$ cat config.mk
export PLATFORM = sky130hd
export DESIGN_NAME = rle_encoder
export DESIGN_NICKNAME = d
export VERILOG_FILES = /design/src/rtl/rle_pkg.sv /design/src/rtl/rle_code_fmt.sv /design/src/rtl/rle_encoder.sv
export SDC_FILE = /design/constraint.sdc
export NUM_CORES = 1
export LEC_CHECK = 0
export CORE_MARGIN = 1
export CORE_UTILIZATION = 44
export CTS_BUF_LIST = sky130_fd_sc_hd__clkbuf_4
export CTS_CLUSTER_DIAMETER = 80
export CTS_CLUSTER_SIZE = 30
export DETAILED_ROUTE_END_ITERATION = 16
export GPL_TIMING_DRIVEN = 1
export PLACE_DENSITY_LB_ADDON = 0.15
export SLEW_MARGIN = 20
export SYNTH_ARGS = -nofsm -noshare
export SYNTH_HDL_FRONTEND = slang
export SYNTH_SLANG_ARGS = --single-unit
$ cat constraint.sdc
create_clock -name clk -period 2.6 [get_ports clk]
set_clock_uncertainty 0.1 [all_clocks]
set_input_delay 0.78 -clock clk [delete_from_list [all_inputs] [get_ports clk]]
set_output_delay 0.78 -clock clk [all_outputs]
set_load 0.01 [all_outputs]
$ cat src/rtl/rle_pkg.sv
// Shared constants for the run-length encoder: FSM state codes and code-format fields.
package rle_pkg;

  typedef logic [1:0] state_t;

  localparam state_t StIdle  = 2'd0;
  localparam state_t StRun   = 2'd1;
  localparam state_t StFlush = 2'd2;
  localparam state_t StFin   = 2'd3;

  localparam int unsigned LIT_BITS = 9;
  localparam logic        FLAG_LIT = 1'b0;
  localparam logic        FLAG_RUN = 1'b1;

endpackage

$ cat src/rtl/rle_code_fmt.sv
// Combinational code formatter: (symbol, run count) -> LSB-first code plus its bit count.
module rle_code_fmt
  import rle_pkg::*;
#(
  parameter int unsigned RUN_W = 8
) (
  input  logic [7:0]     sym,
  input  logic [RUN_W:0] cnt,
  output logic [63:0]    code,
  output logic [6:0]     code_bits
);

  always_comb begin
    code      = '0;
    code[8:1] = sym;
    if (cnt == (RUN_W + 1)'(1)) begin
      code[0]   = FLAG_LIT;
      code_bits = 7'(LIT_BITS);
    end else begin
      code[0] = FLAG_RUN;
      // Run field stores n-2, so MAX_RUN = 2^RUN_W + 1 still fits.
      code[LIT_BITS+RUN_W-1:LIT_BITS] = RUN_W'(cnt - (RUN_W + 1)'(2));
      code_bits = 7'(LIT_BITS + RUN_W);
    end
  end

endmodule

$ cat src/rtl/rle_encoder.sv
// Run-length encoder: byte stream in, one registered 9 or 9+RUN_W bit code per cycle out.
module rle_encoder
  import rle_pkg::*;
#(
  parameter int unsigned RUN_W = 8
) (
  input  logic        clk,
  input  logic        rst,
  input  logic [7:0]  in_data,
  input  logic        in_valid,
  input  logic        in_last,
  output logic        in_ready,
  output logic [63:0] code,
  output logic        code_valid,
  output logic [6:0]  code_bits,
  output logic        msg_fin
);

  localparam logic [RUN_W:0] CntOne = (RUN_W + 1)'(1);
  localparam logic [RUN_W:0] MaxRun = CntOne | (CntOne << RUN_W);

  state_t         state_q, state_d;
  logic [7:0]     sym_q, sym_d;
  logic [RUN_W:0] cnt_q, cnt_d;

  logic           accept;
  logic           extend;
  logic           emit;
  logic           msg_fin_d;
  logic [7:0]     fmt_sym;
  logic [RUN_W:0] fmt_cnt;
  logic [63:0]    fmt_code;
  logic [6:0]     fmt_bits;

  logic [63:0]    code_q;
  logic [6:0]     code_bits_q;
  logic           code_valid_q;
  logic           msg_fin_q;

  assign in_ready = (state_q == StIdle) || (state_q == StRun);
  assign accept   = in_valid && in_ready;
  assign extend   = (in_data == sym_q) && (cnt_q != MaxRun);

  always_comb begin
    state_d   = state_q;
    sym_d     = sym_q;
    cnt_d     = cnt_q;
    emit      = 1'b0;
    msg_fin_d = 1'b0;
    fmt_sym   = sym_q;
    fmt_cnt   = cnt_q;
    case (state_q)
      StIdle: begin
        if (accept) begin
          if (in_last) begin
            emit    = 1'b1;
            fmt_sym = in_data;
            fmt_cnt = CntOne;
            state_d = StFin;
          end else begin
            sym_d   = in_data;
            cnt_d   = CntOne;
            state_d = StRun;
          end
        end
      end
      StRun: begin
        if (accept) begin
          if (extend) begin
            if (in_last) begin
              emit    = 1'b1;
              fmt_cnt = cnt_q + CntOne;
              state_d = StFin;
            end else begin
              cnt_d = cnt_q + CntOne;
            end
          end else begin
            // Close the held run; the new byte becomes the pending run.
            emit    = 1'b1;
            sym_d   = in_data;
            cnt_d   = CntOne;
            state_d = in_last ? StFlush : StRun;
          end
        end
      end
      StFlush: begin
        emit    = 1'b1;
        fmt_cnt = CntOne;
        state_d = StFin;
      end
      StFin: begin
        msg_fin_d = 1'b1;
        state_d   = StIdle;
      end
      default: state_d = StIdle;
    endcase
  end

  rle_code_fmt #(
    .RUN_W(RUN_W)
  ) u_fmt (
    .sym      (fmt_sym),
    .cnt      (fmt_cnt),
    .code     (fmt_code),
    .code_bits(fmt_bits)
  );

  always_ff @(posedge clk or posedge rst) begin
    if (rst) begin
      state_q      <= StIdle;
      sym_q        <= '0;
      cnt_q        <= '0;
      code_q       <= '0;
      code_bits_q  <= '0;
      code_valid_q <= 1'b0;
      msg_fin_q    <= 1'b0;
    end else begin
      state_q      <= state_d;
      sym_q        <= sym_d;
      cnt_q        <= cnt_d;
      code_valid_q <= emit;
      msg_fin_q    <= msg_fin_d;
      if (emit) begin
        code_q      <= fmt_code;
        code_bits_q <= fmt_bits;
      end
    end
  end

  assign code       = code_q;
  assign code_bits  = code_bits_q;
  assign code_valid = code_valid_q;
  assign msg_fin    = msg_fin_q;

endmodule
== Word level (Yosys, flattened, before mapping) ==
Cells that the tools add are included.

* Reductions and logical operators: 8
* Muxes and demuxes: 36
* Eq/ne operators: 12
* Add/sub/neg operators: 2

{| class="wikitable"
|+ Operators by type and width
! kind !! count
|-
| $mux W9 || 10
|-
| $mux W8 || 8
|-
| $pmux W9 S3 || 1
|-
| $pmux W9 S2 || 1
|-
| $pmux W8 S2 || 1
|-
| $mux W2 || 6
|-
| $reduce_and A5 Y1 || 2
|-
| $add A9 B1 Y9 const B || 1
|-
| $eq A9 B1 Y1 const B || 1
|-
| $ne A9 B9 Y1 const B || 1
|-
| $eq A8 B8 Y1 || 1
|-
| $ne A2 B2 Y1 const B || 4
|-
| $pmux W2 S4 || 1
|-
| $sub A8 B2 Y8 const B || 1
|-
| $mux W1 || 6
|-
| $ne A3 B3 Y1 const B || 2
|-
| $mux W5 || 1
|-
| $eq A2 B2 Y1 const B || 2
|-
| $pmux W1 S3 || 1
|-
| $reduce_and A3 Y1 || 1
|-
| $eq A2 B1 Y1 const B || 1
|-
| $logic_and A1 B1 Y1 || 2
|-
| $logic_not A2 Y1 || 1
|-
| $reduce_bool A2 Y1 || 1
|-
| $logic_or A1 B1 Y1 || 1
|}

* Logic and storage cells: 65
* Output and inout bits: 74
* Bits of input ports: 12
* Register bits after elaboration: 45

== Logic depth before layout (Yosys ltp) ==
* Depth in word-level cells: 7
* Depth in mapped cells: 12
* Gate-level depth less buffers: 12

== Cells and area by module ==
A second synthesis with hierarchy kept.

* Cell total of the unflattened synthesis: 422
* Area, all modules: 4844.6 um^2

{| class="wikitable"
|+ Modules (own cells, without submodules)
! module !! sequential area each (um^2) !! area each (um^2) !! cells each !! instances
|-
| rle_encoder || 2302.2 || 4205.3 || 331 || 1
|-
| rle_code_fmt || 0.0 || 639.4 || 91 || 1
|}

== Worst setup path before layout ==
No wires, ideal clock.

* Path type: in2reg
* Start: input port in_data[1]
* End: register code_q[16] (netlist: code[16])
* Library setup time: 96 ps
* Buffers on the path: 0
* Stages: 10
* Data required time: 2404 ps
* Arrival: 2844 ps
* Path slack: -441 ps
* Cells stage by stage: xor2_1 -> or4_4 -> nor4_4 -> a22oi_1 -> o21a_2 -> ha_1 -> nand3_1 -> nor4_1 -> xor2_1 -> o31ai_1

* Cells in the longest elaborated chain, start to end: 7
* Elaborated cells between the ends (all ways): 11
* Those cells by class: 1 x add/sub; 2 x eq/ne; 7 x mux; 1 x reduce/logical

{| class="wikitable"
|+ RTL lines
! item !! line !! source
|-
| start, declared || rle_encoder.sv:9 || <nowiki>input logic [7:0] in_data,</nowiki>
|-
| $eq A8 B8 Y1 * || rle_encoder.sv:42 || <nowiki>assign extend = (in_data == sym_q) && (cnt_q != MaxRun);</nowiki>
|-
| $logic_and A1 B1 Y1 * || rle_encoder.sv:42 ||
|-
| $mux W9 || rle_encoder.sv:69 || <nowiki>if (extend) begin</nowiki>
|-
| $mux W9 || rle_encoder.sv:68 || <nowiki>if (accept) begin</nowiki>
|-
| $pmux W9 S3 || rle_encoder.sv:52 || <nowiki>case (state_q)</nowiki>
|-
| $sub A8 B2 Y8 or $eq A9 B1 Y1 (tied branches) || rle_code_fmt.sv:22, rle_code_fmt.sv:16 ||
|-
| $mux W8 || rle_code_fmt.sv:16 || <nowiki>if (cnt == (RUN_W + 1)'(1)) begin</nowiki>
|-
| end signal, assigned || rle_encoder.sv:124 || <nowiki>code_q <= fmt_code;</nowiki>
|-
| end, declared || rle_encoder.sv:35 || <nowiki>logic [63:0] code_q;</nowiki>
|}

Mark *: on every way between the ends. The rest lies on a longest branch, timed or not.
A chain may end at the register's enable or synchronous reset.

== Worst setup path in the final report ==
* Start: input port in_data[6]
* End: register code_q[15] (netlist: code[15])

The elaborated chain is that of the path after synthesis.

==> metrics.txt <==
# TYPE chip_impl_metric gauge
chip_impl_metric{name="io_pins",unit=""} 86
chip_impl_metric{name="yosysUniqueCellTypes",unit=""} 49
chip_impl_metric{name="clock_latency",unit="ns"} 0.36
chip_impl_metric{name="finalSetupViolCount",unit=""} 10
chip_impl_metric{name="initial_core_utilization",unit="%"} 45.5
chip_impl_metric{name="postRouteWirelength",unit="mm"} 6.23
chip_impl_metric{name="antenna_viol_nets_final",unit=""} 0
chip_impl_info{name="run_status",value="complete, but fails checks"} 1
chip_impl_metric{name="first_global_vias",unit=""} 2076
chip_impl_metric{name="longest_individual_stage_delay_on_the_worst_path",unit="ns"} 0.54
chip_impl_metric{name="grt_overflow",unit=""} 0
chip_impl_metric{name="dieArea",unit="um^2"} 6440
chip_impl_metric{name="timing.hold.worst_path_depth",unit=""} 1
chip_impl_info{name="clock_tree.root_cell",value="sky130_fd_sc_hd__clkbuf_4"} 1
chip_impl_metric{name="clock_transition_at_path_regs",unit="ns"} 0.12
chip_impl_metric{name="grt.total_usage",unit="%"} 20.7
chip_impl_metric{name="total_power_after_layout",unit="mW"} 2.89
chip_impl_metric{name="crit_fanout",unit=""} 3
chip_impl_metric{name="synth-seq-area-share",unit="%"} 37.1
chip_impl_metric{name="flow.area_growth_from_synthesis",unit="%"} 41.8
chip_impl_metric{name="num_rows",unit=""} 28
chip_impl_metric{name="worstPathRequired",unit="ns"} 2.79
chip_impl_metric{name="route.detailed.vias_per_inst",unit=""} 4.95
chip_impl_info{name="chain_of_cells_forming_the_critical_path",value="buf_6 > xor2_2 > or4_4 > nor4_4 > buf_4 > buf_12 > a22oi_2 > o21a_1 > and3_1 > or4_1 > a31oi_1"} 1
chip_impl_info{name="most_common_cell_after_layout_fill_and_taps_aside",value="sky130_fd_sc_hd__buf_4"} 1
chip_impl_metric{name="report.final.hold_viol_count",unit=""} 0
chip_impl_metric{name="clock_sink_count",unit=""} 40
chip_impl_metric{name="antenna_found_initial",unit=""} 0
chip_impl_metric{name="design.final.nets",unit=""} 419
chip_impl_metric{name="power_per_cell_area",unit="nW/um^2"} 757
chip_impl_metric{name="fin_max_slew_vios",unit=""} 0
chip_impl_metric{name="drc",unit=""} 0
chip_impl_info{name="highest_delay_cell_along_the_critical_path",value="sky130_fd_sc_hd__or4_4"} 1
chip_impl_info{name="min-delay-start",value="code_bits[0]$_DFFE_PP0P_"} 1
chip_impl_metric{name="max_cap_violation_count",unit=""} 0
chip_impl_metric{name="synth-warning-count",unit=""} 0
chip_impl_metric{name="ys_seq_elements",unit=""} 40
chip_impl_info{name="cts_tree",value="built"} 1
chip_impl_metric{name="power.ir.vdd_worst",unit="mV"} 0.446
chip_impl_info{name="r2r_start",value="sym_q[7]$_DFFE_PP0P_"} 1
chip_impl_metric{name="die_extent_in_y",unit="um"} 80.3
chip_impl_metric{name="ff2ff_path_depth",unit=""} 10
chip_impl_metric{name="finalWorstSetupSlack",unit="ns"} -0.243
chip_impl_metric{name="place.detailed.hpwl",unit="mm"} 4.49
chip_impl_metric{name="diodes",unit=""} 0
chip_impl_metric{name="fin_crit",unit="ns"} 2.84
chip_impl_metric{name="ctsHtreeMaxLevel",unit=""} 2
chip_impl_metric{name="placeableCoreArea",unit="um^2"} 5920
chip_impl_info{name="type_of_the_most_critical_hold_path",value="reg2reg"} 1
chip_impl_metric{name="avgRoutedWirePerCell",unit="um"} 13.0
chip_impl_info{name="synth_top_flop_cell",value="sky130_fd_sc_hd__dfrtp_1"} 1
chip_impl_metric{name="io_buffers",unit=""} 34
chip_impl_metric{name="gp_routability_congestion",unit=""} 0.811
chip_impl_metric{name="synth-edff-count",unit=""} 0
chip_impl_metric{name="place.detailed.instances",unit=""} 455
chip_impl_metric{name="timing.reg2reg.setup_slack",unit="ns"} -0.17
chip_impl_metric{name="layout.filler_cells",unit=""} 513
chip_impl_metric{name="drtIter0Drc",unit=""} 96
chip_impl_metric{name="drive_above_1_share",unit="%"} 35.1
chip_impl_metric{name="syn_avg_cell_area",unit="um^2"} 9.11
chip_impl_info{name="grt_setup_unrepaired",value="yes"} 1
chip_impl_metric{name="p_leak",unit="nW"} 1.78
chip_impl_metric{name="cts-root-to-sink-buffers",unit=""} 2
chip_impl_metric{name="path_buf_inv",unit=""} 3
chip_impl_metric{name="finish.cell_count_without_fillers",unit=""} 479
chip_impl_metric{name="max_clock_freq",unit="MHz"} 352
chip_impl_info{name="violations",value="negative setup slack"} 1
chip_impl_metric{name="die_w",unit="um"} 80.3
chip_impl_info{name="leading_cell_types_in_the_layout_fill_and_taps_excluded",value="sky130_fd_sc_hd__buf_4 (68), sky130_fd_sc_hd__conb_1 (51), sky130_fd_sc_hd__dfrtp_1 (40)"} 1
chip_impl_metric{name="finalCoreUtilization",unit="%"} 64.6
chip_impl_metric{name="first_pass_grt_wire_length",unit="mm"} 10.1
chip_impl_info{name="crit_path_start_kind",value="primary input"} 1
chip_impl_metric{name="fin_crit_sh",unit="%"} 109
chip_impl_metric{name="cts_bufs_inserted",unit=""} 5
chip_impl_metric{name="synthesis.area",unit="um^2"} 2700
chip_impl_info{name="hold_end",value="code_bits[0]$_DFFE_PP0P_"} 1
chip_impl_metric{name="asyncSetResetFlopFracSynth",unit="%"} 100
chip_impl_info{name="worst_setup_path_end_kind",value="register"} 1
chip_impl_metric{name="grt_max_degree",unit=""} 41
chip_impl_metric{name="critical_path_arrival",unit="ns"} 3.03
chip_impl_metric{name="via_count",unit=""} 2369
chip_impl_info{name="timing_worst_setup_path_type",value="in2reg"} 1
chip_impl_info{name="cpLargestDelayFamily",value="simple AND/OR/NAND/NOR gates"} 1
chip_impl_metric{name="syn_inst",unit=""} 296
chip_impl_metric{name="drt_first_pass_iters",unit=""} 4
chip_impl_info{name="regToRegEndpoint",value="code[15]$_DFFE_PP0P_"} 1
[worst max-delay path by stage]
stage / slack (ns) / to / cells past startpoint / start
3_5_place_dp: -1.01 / code[9]$_DFFE_PP0P_ / 11 / in_data[1]
6_report: -0.24 / code[15]$_DFFE_PP0P_ / 11 / in_data[6]
4_1_cts: -0.27 / code[15]$_DFFE_PP0P_ / 12 / in_data[4]
5_1_grt: -0.35 / code[9]$_DFFE_PP0P_ / 13 / in_data[4]
2_1_floorplan: -0.37 / code[16]$_DFFE_PP0P_ / 10 / in_data[7]
3_3_place_gp: -0.95 / code[16]$_DFFE_PP0P_ / 12 / in_data[7]
[metrics by stage]
step | hold WS, ns | setup slack [ns] | setup TNS, ns | cell area, um^2
floorplan | 0.404 | -0.373 | -2.53 | 2920
global placement | 0.349 | -0.950 | -20.15 | 3390
detailed placement | 0.351 | -1.01 | -21.88 | 3390
CTS | 0.386 | -0.271 | -2.01 | 3760
global route | 0.411 | -0.351 | -3.34 | 3820
finish | 0.377 | -0.243 | -2.06 | 3820
[worst register-to-register path, stage by stage, from the launching register on]
cell and delay (ns):
sky130_fd_sc_hd__dfrtp_1 0.43, sky130_fd_sc_hd__xor2_2 0.19, sky130_fd_sc_hd__or4_4 0.56, sky130_fd_sc_hd__nor4_4 0.14, sky130_fd_sc_hd__buf_4 0.18, sky130_fd_sc_hd__buf_12 0.10, sky130_fd_sc_hd__a22oi_2 0.04, sky130_fd_sc_hd__o21a_1 0.19
sky130_fd_sc_hd__and3_1 0.14, sky130_fd_sc_hd__or4_1 0.50, sky130_fd_sc_hd__a31oi_1 0.14
[cell families (layout without fill, tap and decap cells)]
group,Yosys count,in the layout,synth area share [%]
simple gates,91,92,17.3
flops,40,40,37.1
compound gates,61,61,16.0
fa+ha+maj,4,4,1.86
mux,17,17,6.68
other cells,1,51,0.139
buf+inv,70,127,17.0
xor+xnor,12,12,3.90
[area by class of cell]
cell class | count | area [um^2] | share of cell area (%)
Clock buffer | 5 | 37.5 | 0.982
Clock inverter | 3 | 42.5 | 1.11
Inverter | 10 | 37.5 | 0.982
Multi-Input combinational cell | 237 | 1680 | 44.0
Sequential cell | 40 | 1000 | 26.2
Tap cell | 75 | 93.8 | 2.45
Timing Repair Buffer | 109 | 930 | 24.3
[registers in the layout (all words and copies together), names as in the netlist]
signal,flops
cnt_q,9
code,17
code_bits,2
code_valid,1
msg_fin,1
state_q,2
sym_q,8
[what timing repair did]
action,4_1_cts,5_1_grt
hold endpoints to repair,0,0
gates resized for setup,64,12
hold buffers,0,0
buffers inserted,14,2
endpoints found under the setup margin,37,24
pin swaps,35,13
cloned,1,0
[synthesized netlist by cell type, drive strengths merged (3+ instances only)]
library cell,count,share of area (%)
nand3,14,2.6
a31oi,4,0.93
o21ai,18,3.3
inv,10,1.4
and3,5,1.2
nor3,4,0.93
a21oi,3,0.56
o31ai,4,1.1
nor4,7,2.4
nor2,22,3.1
mux2,8,3.3
buf,52,14
ha,4,1.9
mux2i,9,3.3
clkbuf,8,1.1
nand2,29,4.0
dfrtp,40,37
o211ai,4,1.1
a22oi,5,1.6
a22o,7,2.3
xor2,10,3.2
[power breakdown]
group	total [mW]	switching [mW]	internal, mW
sequential	0.960	0.140	0.820
clock	0.414	0.213	0.200
combinational	1.52	0.758	0.763
[per-layer routing]
| metal | part of all wire, % | wire (um) | global-route usage, % | vias to the layer above |
|---|---|---|---|---|
| li1 | - | - | - | 1159 |
| met4 | 0.95 | 59 | 5.36 | 0 |
| met5 | 0 | 0 | 0 | - |
| met3 | 5.1 | 318 | 3.75 | 4 |
| met1 | 47 | 2910 | 28.7 | 1121 |
| met2 | 47 | 2940 | 33.0 | 85 |
Power figures use the tool's default switching activity.
